===== src/rtl/vedic_seq_divider_if.sv =====
// Start/busy/done handshake and operand/result bundle
// for the iterative restoring divider.
interface vedic_seq_divider_if #(
   parameter int WIDTH = 6
);
   logic             start;
   logic [WIDTH-1:0] dividend;
   logic [WIDTH-1:0] divisor;
   logic             busy;
   logic             done;
   logic [WIDTH-1:0] quotient;
   logic [WIDTH-1:0] remainder;
   logic             div_by_zero;

   modport master (
      output start,
      output dividend,
      output divisor,
      input  busy,
      input  done,
      input  quotient,
      input  remainder,
      input  div_by_zero
   );

   modport slave (
      input  start,
      input  dividend,
      input  divisor,
      output busy,
      output done,
      output quotient,
      output remainder,
      output div_by_zero
   );
endinterface


===== src/rtl/vedic_seq_divider.sv =====
// Radix-2 restoring unsigned divider, one quotient bit
// per clock, start/busy/done handshake.
module vedic_seq_divider #(
   parameter int WIDTH = 6,
   parameter int CW    = $clog2(WIDTH + 1)
) (
   input logic                 clk,
   input logic                 rst_n,
   vedic_seq_divider_if.slave  bus
);
   typedef enum logic [1:0] {
      IDLE,
      RUN,
      ZERO
   } state_t;

   state_t           state;
   logic [WIDTH-1:0] d;
   logic [WIDTH-1:0] q;
   logic [WIDTH-1:0] r;
   logic [CW-1:0]    cnt;

   logic             busy_q;
   logic             done_q;
   logic [WIDTH-1:0] quot_q;
   logic [WIDTH-1:0] rem_q;
   logic             dz_q;

   logic [WIDTH:0]   rs;
   logic [WIDTH:0]   tr;
   logic             fit;
   logic [WIDTH-1:0] r_nx;
   logic [WIDTH-1:0] q_nx;

   // r < d always holds, so the shifted remainder needs
   // only one extra bit and the trial sign is tr[WIDTH]
   always_comb begin
      rs   = {r, q[WIDTH-1]};
      tr   = rs - {1'b0, d};
      fit  = ~tr[WIDTH];
      r_nx = fit ? tr[WIDTH-1:0] : rs[WIDTH-1:0];
      q_nx = {q[WIDTH-2:0], fit};
   end

   always_ff @(posedge clk or negedge rst_n) begin
      if (!rst_n) begin
         state  <= IDLE;
         d      <= '0;
         q      <= '0;
         r      <= '0;
         cnt    <= '0;
         busy_q <= 1'b0;
         done_q <= 1'b0;
         quot_q <= '0;
         rem_q  <= '0;
         dz_q   <= 1'b0;
      end else begin
         done_q <= 1'b0;
         unique case (state)
            IDLE: begin
               if (bus.start) begin
                  d      <= bus.divisor;
                  q      <= bus.dividend;
                  r      <= '0;
                  busy_q <= 1'b1;
                  if (bus.divisor == '0) begin
                     state <= ZERO;
                  end else begin
                     cnt   <= CW'(WIDTH);
                     state <= RUN;
                  end
               end
            end
            RUN: begin
               r   <= r_nx;
               q   <= q_nx;
               cnt <= cnt - CW'(1);
               if (cnt == CW'(1)) begin
                  quot_q <= q_nx;
                  rem_q  <= r_nx;
                  dz_q   <= 1'b0;
                  done_q <= 1'b1;
                  busy_q <= 1'b0;
                  state  <= IDLE;
               end
            end
            ZERO: begin
               quot_q <= '1;
               rem_q  <= q;
               dz_q   <= 1'b1;
               done_q <= 1'b1;
               busy_q <= 1'b0;
               state  <= IDLE;
            end
            default: state <= IDLE;
         endcase
      end
   end

   assign bus.busy        = busy_q;
   assign bus.done        = done_q;
   assign bus.quotient    = quot_q;
   assign bus.remainder   = rem_q;
   assign bus.div_by_zero = dz_q;
endmodule

===== src/flat_wrapper.sv =====
// flat-port wrapper written by rule: the top's interface ports become plain ports
module vedic_seq_divider_flat 
#(
   parameter int WIDTH = 6,
   parameter int CW    = $clog2(WIDTH + 1)
)
  (clk, rst_n, bus_start, bus_dividend, bus_divisor, bus_busy, bus_done, bus_quotient, bus_remainder, bus_div_by_zero);
  vedic_seq_divider_if #(.WIDTH(WIDTH)) bus_i ();
  input logic clk;
  input logic rst_n;
  input wire logic [$bits(bus_i.start)-1:0] bus_start;
  input wire logic [$bits(bus_i.dividend)-1:0] bus_dividend;
  input wire logic [$bits(bus_i.divisor)-1:0] bus_divisor;
  output wire logic [$bits(bus_i.busy)-1:0] bus_busy;
  output wire logic [$bits(bus_i.done)-1:0] bus_done;
  output wire logic [$bits(bus_i.quotient)-1:0] bus_quotient;
  output wire logic [$bits(bus_i.remainder)-1:0] bus_remainder;
  output wire logic [$bits(bus_i.div_by_zero)-1:0] bus_div_by_zero;
  assign bus_i.start = bus_start;
  assign bus_i.dividend = bus_dividend;
  assign bus_i.divisor = bus_divisor;
  assign bus_busy = bus_i.busy;
  assign bus_done = bus_i.done;
  assign bus_quotient = bus_i.quotient;
  assign bus_remainder = bus_i.remainder;
  assign bus_div_by_zero = bus_i.div_by_zero;
  vedic_seq_divider #(.WIDTH(WIDTH), .CW(CW)) u_core (.clk(clk), .rst_n(rst_n), .bus(bus_i));
endmodule

===== config.mk =====
export PLATFORM = sky130hd
export DESIGN_NAME = vedic_seq_divider_flat
export DESIGN_NICKNAME = d
export VERILOG_FILES = /design/src/rtl/vedic_seq_divider_if.sv /design/src/rtl/vedic_seq_divider.sv /design/src/flat_wrapper.sv
export SDC_FILE = /design/constraint.sdc
export NUM_CORES = 1
export LEC_CHECK = 0
export BUFFER_PORTS_ARGS = -buffer_cell sky130_fd_sc_hd__buf_2
export CAP_MARGIN = 20
export CELL_PAD_IN_SITES_DETAIL_PLACEMENT = 2
export CELL_PAD_IN_SITES_GLOBAL_PLACEMENT = 2
export CORE_ASPECT_RATIO = 0.6
export CORE_MARGIN = 2
export CORE_UTILIZATION = 36
export DETAILED_ROUTE_END_ITERATION = 8
export GPL_ROUTABILITY_DRIVEN = 0
export PLACE_DENSITY = 0.84
export SYNTH_ARGS = -nofsm -noshare
export SYNTH_HDL_FRONTEND = slang
export SYNTH_SLANG_ARGS = --single-unit

===== constraint.sdc =====
create_clock -name clk -period 2.71 [get_ports clk]
set_input_delay 0.1355 -clock clk [delete_from_list [all_inputs] [get_ports clk]]
set_output_delay 0.1355 -clock clk [all_outputs]
set_load 0.005 [all_outputs]

# Word-level counts from Yosys, hierarchy flattened
# Index checks and enable logic that the tools add are counted.
[word_totals]
reg_bits = 38
inputBits = 15
out_inout_bits = 15
wordCells = 52
[classes]
add_sub_neg = 2
eq_ne = 6
mux = 22
n_bitwise = 1
reduce_logical = 11
[ops]
columns = ["op", "n"]
rows = [
  ["one-hot mux 6 bit (2 select lines)", 4],
  ["2-to-1 mux 6 bit", 5],
  ["AND reduction 2 bit", 4],
  ["subtractor 7 x 6 -> 7 bit", 1],
  ["logical NOT 6 bit", 1],
  ["2-to-1 mux 2 bit", 3],
  ["2-to-1 mux 3 bit", 2],
  ["one-hot mux 3 bit (2 select lines)", 1],
  ["AND reduction 3 bit", 2],
  ["!= test 2 bit (second input constant)", 2],
  ["one-hot mux 1 bit (2 select lines)", 2],
  ["one-hot mux 2 bit (2 select lines)", 1],
  ["nonzero test 2 bit", 2],
  ["== test 3 x 1 -> 1 bit (second input constant)", 1],
  ["2-to-1 mux 1 bit", 3],
  ["one-hot mux 1 bit (3 select lines)", 1],
  ["nonzero test 3 bit", 1],
  ["subtractor 3 x 1 -> 3 bit (second input constant)", 1],
  ["== test 2 x 1 -> 1 bit (second input constant)", 1],
  ["== test 2 bit (second input constant)", 1],
  ["logical NOT 2 bit", 1],
  ["!= test 2 x 1 -> 1 bit (second input constant)", 1],
  ["NOT 1 bit", 1],
]

# Logic depth before layout (Yosys ltp)
# Gate-level depths: netlist of run 1.
[depth]
word_depth = 4
mapped_depth = 9

# Worst setup path before layout of run 1
# No wires, ideal clock.
[synth_path]
path_type = "flip-flop to flip-flop"
startpoint = "reg u_core.q[5]"
endpoint = "reg u_core.rem_q[0], in the netlist u_core.bus.remainder[0]"
setup_ns = 0.077
arrival_time_ns = 2.135
required_ns = 2.633
slack_ns = 0.498
stages_incl_launch_ff = 10
n_path_buf = 0
synth_period_minus_slack_ns = 2.212
path_cell_list = "dfrtp_1 -> inv_1 -> ha_1 -> inv_1 -> fa_1 -> a211oi_1 -> o21ai_0 -> o2111ai_4 -> mux2_4 -> a21oi_1"
[synth_between]
elab_chain_cells = 4
[synth_lines]
columns = ["element", "line", "source"]
rows = [
  ["start: declaration", "vedic_seq_divider.sv:19", "logic [WIDTH-1:0] q;"],
  ["start signal: assignment", "vedic_seq_divider.sv:63", "q <= bus.dividend;"],
  ["start signal: assignment", "vedic_seq_divider.sv:76", "q <= q_nx;"],
  ["subtractor 7 x 6 -> 7 bit", "vedic_seq_divider.sv:39", "tr = rs - {1'b0, d};"],
  ["2-to-1 mux 6 bit *", "vedic_seq_divider.sv:41", "r_nx = fit ? tr[WIDTH-1:0] : rs[WIDTH-1:0];"],
  ["2-to-1 mux 6 bit *", "vedic_seq_divider.sv:78", "if (cnt == CW'(1)) begin"],
  ["one-hot mux 6 bit (2 select lines) *", "vedic_seq_divider.sv:59", "unique case (state)"],
  ["end signal: assignment", "vedic_seq_divider.sv:80", "rem_q <= r_nx;"],
  ["end signal: assignment", "vedic_seq_divider.sv:89", "rem_q <= q;"],
  ["end: declaration", "vedic_seq_divider.sv:26", "logic [WIDTH-1:0] rem_q;"],
]
# Mark *: on every way between the ends. The rest lies on a longest branch, timed or not. The select of a mux whose other input is x is not followed.
# A chain may end at the register's enable or synchronous reset.

# Worst setup path in the final report of run 1
[layout_path]
startpoint = "reg u_core.q[5]"
endpoint = "reg u_core.r[0]"
[layout_between]
elab_chain_cells = 3
[layout_lines]
columns = ["element", "line", "source"]
rows = [
  ["subtractor 7 x 6 -> 7 bit", "vedic_seq_divider.sv:39", ""],
  ["2-to-1 mux 6 bit *", "vedic_seq_divider.sv:41", ""],
  ["one-hot mux 6 bit (2 select lines) *", "vedic_seq_divider.sv:59", ""],
  ["end signal: assignment", "vedic_seq_divider.sv:75", "r <= r_nx;"],
  ["end: declaration", "vedic_seq_divider.sv:20", "logic [WIDTH-1:0] r;"],
]
# Mark *: on every way between the ends. The rest lies on a longest branch, timed or not.

==> results of run 1 <==
[power groups by stage]
stage	combinational (mW)	sequential, mW	clock (mW)
floorplan	1.07	0.901	0
global placement	1.40	0.956	0
detailed placement	1.48	0.968	0
CTS	1.50	0.958	0.431
global route	1.67	0.994	0.457
finish	1.49	0.957	0.423
[state kept, by name, indices dropped and copies added (netlist names)]
name,flops
u_core.q,6
u_core.bus.quotient,6
u_core.bus.busy,1
u_core.d,6
u_core.r,6
u_core.bus.div_by_zero,1
u_core.state,2
u_core.cnt,3
u_core.bus.remainder,6
u_core.bus.done,1
[cells by family after synthesis]
family / count (synthesis) / share of synthesized area
flops: 38 / 0.444
xor+xnor: 3 / 0.0123
compound gates: 69 / 0.205
simple gates: 57 / 0.128
mux: 18 / 0.0900
buf+inv: 23 / 0.0415
fa+ha+maj: 13 / 0.0795
[stage by stage]
| stage | hold slack, ns | cells | util |
|---|---|---|---|
| 2_1_floorplan | -0.160 | 221 | - |
| 3_3_place_gp | 0.292 | 325 | 0.420 |
| 3_5_place_dp | 0.305 | 325 | 0.420 |
| 4_1_cts | 0.0702 | 334 | 0.438 |
| 5_1_grt | 0.0776 | 334 | 0.438 |
| 6_report | 0.0778 | 334 | 0.438 |
[final cells by class]
type                            instances  share of cell area
Multi-Input combinational cell        160               0.445
Inverter                               16              0.0243
Sequential cell                        38               0.384
Tap cell                               80              0.0405
Clock buffer                            7              0.0349
Timing Repair Buffer                   32              0.0688
Clock inverter                          1             0.00202
[cell usage after synthesis, types with 2 or more instances]
master	instances	area [sq um]
o21ai_0	12	60.1
o22ai_1	11	68.8
nor3b_1	2	15.0
a211oi_1	2	15.0
and2_1	2	12.5
nand2_1	21	78.8
clkbuf_1	5	18.8
nor2_1	18	67.6
dfrtp_1	38	951
ha_1	12	150
o21ai_1	9	45.0
nand2b_1	4	25.0
nor2b_1	2	12.5
nand3_1	2	10.0
a21oi_1	17	85.1
a22o_1	2	17.5
xor2_1	2	17.5
mux2i_1	11	110
inv_1	15	56.3
mux2_2	6	67.6
a31oi_1	2	12.5
buf_2	2	10.0
[placed cells by master (no fill, tap or decap), types with 2 or more instances in the layout]
cell	netlist	routed
ha_1	12	12
a31oi_1	2	2
a21oi_1	17	17
clkbuf_8	0	6
a22o_1	2	2
o21ai_1	9	9
nand2_1	21	21
buf_2	2	29
nor3b_1	2	2
nor2_1	18	18
buf_4	0	2
dfrtp_1	38	38
mux2i_1	11	11
a211oi_1	2	2
and2_1	2	2
nand2b_1	4	4
o21ai_0	12	12
inv_1	15	15
mux2_2	6	6
xor2_1	2	2
nor2b_1	2	2
o22ai_1	11	11
nand3_1	2	2
[layer usage]
layer  global-route usage  part of all wire  vias to the layer above
met3               0.0418             0.034                        9
li1                     -                 -                      852
met4               0.0557            0.0098                        0
met1                0.312              0.53                      925
met2                0.310              0.43                       33
met5                    0                 0                        -
[worst max-delay path by stage]
stage,slack (ns),to,from
5_1_grt,0.01,u_core.r[0],u_core.q[5]
3_3_place_gp,0.38,u_core.bus.remainder[0],u_core.q[5]
2_1_floorplan,0.50,u_core.bus.remainder[0],u_core.q[5]
4_1_cts,0.15,u_core.r[0],u_core.q[5]
6_report,0.14,u_core.r[0],u_core.q[5]
3_5_place_dp,0.20,u_core.bus.remainder[0],u_core.q[5]
==> impl_metrics.toml, run 1 <==
[clock_network]
cts-resized-gates = 0
clk_pin_slew_ns = 0.08
cts_sinks = 38
cts.htree.levels = 2
insertion_delay_ns = 0.30
holdBufCountCts = 1
cts_buffers = 5
cts_tree = "built"
postCtsSetupRepairBufs = 0
clock-root-buffer = "clkbuf_8"
ctsLongestPathBuffers = 2

[critical_path]
timing.rr.start = "u_core.q[5]"
crit_fanout = 7
cp_num_buf_inv = 2
setup.worst_path.class = "flip-flop to flip-flop"
ff2ff_setup_slack_ns = 0.14
max_stage_delay_ns = 0.43
r2r_cells = 9
crit_chain = "inv_1, ha_1, inv_1, fa_1, a211oi_1, o21ai_0, o2111ai_4, mux2_4, o21ai_1"
critPathArrivalTime_ns = 2.78
required_ns = 2.93
cp_top_family = "compound AO/OA/AOI/OAI gates"
cp-end-kind = "flip-flop"
r2r-end = "u_core.r[0]"
cp_common_cell = "inv_1"
cp_num_cells = 9
cp_slowest_cell = "fa_1"
start_kind = "flip-flop"

[drt]
drc = 0
num_vias = 1819
initialDrtViolationCount = 80
post_drt_wl_per_cell_um = 18.9
viasPerCell = 5.45
drtPass1Iterations = 4
wl_mm = 6.30
postRouteAntennaNets = 0

[cells_and_area]
final_area_sq_mm = 0.00247
regArea_sq_um = 951
fillerInstances = 630
layout-drive-gt1-share = 0.189
multi_input_area_sq_mm = 0.00110
syn2layout_area_growth_pct = 15.5
nets = 281
diodes = 0

[hold_path]
hold_depth = 2
hp-class = "primary input to flip-flop"
min-delay-start = "bus_divisor[1]"
min_to = "u_core.d[1]"

[outcome]
outcome = "finished clean"

[place]
dp_hpwl_mm = 4.79
pre_cts_slack_ns = 0.204
port_buffers = 29
dpl-instance-area_sq_mm = 0.00237

[power]
combPwrFrac = 0.519
p_sw_mw = 1.28
p_int_mw = 1.59
seqPwrFrac = 0.333
powerDensity_mw_per_mm2 = 1160
p_leak_nw = 1.11
pwr-share-clk = 0.147
p_sw_frac = 0.446
finalPower_mw = 2.87
peakVddDrop_mv = 0.339

[die]
initial_core_util = 0.379
core_sq_mm = 0.00565
fp.dieArea_sq_mm = 0.00660
rows = 21
num_io_pins = 30
die_w_um = 104
fp.dieH_um = 63.7

[timing]
finalClockSkew_ns = 0.00326
post-route-min-period_ns = 2.57
slew_viol_final = 0
max_freq_ghz = 0.389
fin_ws_ns = 0.141
hold_viol_final = 0
relSlewSlack = 0.404
tns_ns = 0
setup_violations = 0
rsz0062_at_grt = "no"
worstMarginPinSlew_ns = 0.895
timing.final.crit_share = 0.948

[logic_synthesis]
synthArstFlopShare = 1.00
synth_cell_types = 46
synth_edf_count = 0
synthCells = 221
ys_seq_area_frac = 0.444
yosysWarnings = 0
synth_area_sq_mm = 0.00214
synth_ff_type = "dfrtp_1"
ys_ff_latch = 38
synth_nets = 249
syn_area_per_cell_sq_um = 9.69

[run]
drv_cap = 0

[global_routing]
grt_remaining_overflow = 0
grt_max_degree = 39
antenna_found_initial = 0
grt_pass1_vias = 1980
grt_pass1_wl_mm = 10.8
grt_use_total = 0.209
No activity file was read; power rests on OpenSTA's default activity.
==> run 2, diff against run 1 <==
--- a/config.mk
+++ b/config.mk
@@ -15,6 +15,7 @@
 export DETAILED_ROUTE_END_ITERATION = 8
 export GPL_ROUTABILITY_DRIVEN = 0
 export PLACE_DENSITY = 0.84
+export REMOVE_ABC_BUFFERS = 1
 export SYNTH_ARGS = -nofsm -noshare
 export SYNTH_HDL_FRONTEND = slang
 export SYNTH_SLANG_ARGS = --single-unit
==> run 2 against run 1 <==
Effect of this change:
- sequential power increased by 1%
- count of clock-buffer cells in the layout decreased by 2
- via count about the same
- worst setup slack improved by 0.068 ns
- sequential cell count unchanged
- non-clock buffer count unchanged
- worst hold slack improved by 0.020 ns
- fmax increased by 2.7%
- largest power group unchanged
- critical path depth unchanged
==> impl_metrics.toml, run 2 (synthesis results as in run 1) <==
[outcome]
outcome = "finished clean"

[global_routing]
grt_use_total = 0.217
grt_pass1_wl_mm = 11.1
antenna_found_initial = 0
grt_remaining_overflow = 0
grt_pass1_vias = 2058
grt_max_degree = 39

[critical_path]
r2r-end = "u_core.bus.remainder[0]"
required_ns = 2.92
r2r_cells = 9
cp-end-kind = "flip-flop"
cp_common_cell = "inv_1"
crit_fanout = 7
critPathArrivalTime_ns = 2.71
timing.rr.start = "u_core.q[5]"
cp_slowest_cell = "fa_1"
setup.worst_path.class = "flip-flop to flip-flop"
crit_chain = "inv_1, ha_1, inv_1, fa_1, a211oi_2, or4b_4, o2111ai_4, mux2_4, a21oi_1"
ff2ff_setup_slack_ns = 0.21
max_stage_delay_ns = 0.43
start_kind = "flip-flop"

[cells_and_area]
final_cell_mix = "dfrtp_1, buf_2, nand2_1, nor2_1, a21oi_1"
final_cells = 334
diodes = 0
syn2layout_area_growth_pct = 16.6
layout-drive-gt1-share = 0.197
fin_util = 0.442
regArea_sq_um = 951
multi_input_area_sq_mm = 0.00111
nets = 281
fillerInstances = 612
final_area_sq_mm = 0.00250
layout_commonest_cell = "dfrtp_1"

[power]
pwr-share-clk = 0.163
p_sw_frac = 0.440
p_int_mw = 1.67
combPwrFrac = 0.510
peakVddDrop_mv = 0.345
p_leak_nw = 1.12
finalPower_mw = 2.97
seqPwrFrac = 0.327
p_sw_mw = 1.31
powerDensity_mw_per_mm2 = 1190

[timing]
setup_violations = 0
max_freq_ghz = 0.400
relSlewSlack = 0.407
post-route-min-period_ns = 2.50
timing.final.crit_share = 0.923
finalClockSkew_ns = 0.0114
worstMarginPinSlew_ns = 0.890
tns_ns = 0
slew_viol_final = 0
hold_viol_final = 0
rsz0062_at_grt = "no"

[drt]
post_drt_wl_per_cell_um = 19.7
viasPerCell = 5.44
initialDrtViolationCount = 87
drtPass1Iterations = 4
drc = 0
num_vias = 1818
postRouteAntennaNets = 0
wl_mm = 6.59

[clock_network]
insertion_delay_ns = 0.29
cts_tree = "built"
cts_sinks = 38
ctsLongestPathBuffers = 2
clk_pin_slew_ns = 0.08
clock-root-buffer = "clkbuf_8"
cts_buffers = 5
cts.htree.levels = 2

[die]
core_sq_mm = 0.00565
num_io_pins = 30
die_w_um = 104
rows = 21
initial_core_util = 0.379
fp.dieH_um = 63.7
fp.dieArea_sq_mm = 0.00660

[hold_path]
min-delay-start = "bus_divisor[1]"
hold_depth = 2
min_to = "u_core.d[1]"
hp-class = "primary input to flip-flop"

[place]
port_buffers = 29
dp_cells = 325
dp_hpwl_mm = 5.01
dpl-instance-area_sq_mm = 0.00237

[run]
drv_cap = 0
==> run 2: layout make-up <==
type / instances / area share
sequential: 38 / 0.381
clock inverter: 3 / 0.0160
clock buffer: 5 / 0.0276
timing repair buffer: 32 / 0.0682
inverter: 16 / 0.0241
tap: 80 / 0.0401
multi-input combinational: 160 / 0.443
==> run 2: how the worst max path moves through the flow <==
stage / end / cells past startpoint / slack [ns] / from
global route: u_core.bus.remainder[0] / 9 / 0.09 / u_core.q[5]
global placement: u_core.bus.remainder[0] / 9 / 0.35 / u_core.q[5]
CTS: u_core.bus.remainder[0] / 9 / 0.11 / u_core.q[5]
finish: u_core.bus.remainder[0] / 9 / 0.21 / u_core.q[5]
detailed placement: u_core.bus.remainder[0] / 9 / 0.12 / u_core.q[5]
floorplan: u_core.bus.remainder[0] / 9 / 0.50 / u_core.q[5]
==> run 2: metrics by stage <==
| step | setup slack [ns] | hold WS, ns |
|---|---|---|
| 2_1_floorplan | 0.498 | -0.160 |
| 3_3_place_gp | 0.351 | 0.292 |
| 3_5_place_dp | 0.124 | 0.313 |
| 4_1_cts | 0.112 | 0.0923 |
| 5_1_grt | 0.0892 | 0.104 |
| 6_report | 0.209 | 0.0981 |
==> run 2: timing repair <==
action / in CTS / in global routing
hold endpoints to repair: 21 / 0
hold buffers: 1 / 0
buffers inserted: 0 / 0
setup endpoints to repair: 0 / 3
resized for setup: 0 / 1
==> run 2: power groups by stage <==
| stage | Combinational (mW) | Clock (mW) | Sequential, mW |
|---|---|---|---|
| 3_3_place_gp | 1.42 | 0 | 0.960 |
| 2_1_floorplan | 1.04 | 0 | 0.909 |
| 6_report | 1.52 | 0.486 | 0.971 |
| 5_1_grt | 1.70 | 0.514 | 1.01 |
| 3_5_place_dp | 1.49 | 0 | 0.981 |
| 4_1_cts | 1.51 | 0.492 | 0.973 |
==> run 2: routing by layer <==
layer | global-route usage | part of all wire
met1 | 0.301 | 0.50
met2 | 0.354 | 0.43
met3 | 0.0469 | 0.052
met5 | 0 | 0
met4 | 0.0439 | 0.011
==> run 2: worst max-delay path: cells and delay by family, from the launching register on <==
family	cells	cell delay [ns]
buffers and inverters	2	0.16
DFF	1	0.41
and+or+nand+nor	1	0.20
adders and majority gates	2	0.60
muxes	1	0.38
AOI/OAI and AO/OA	3	0.67
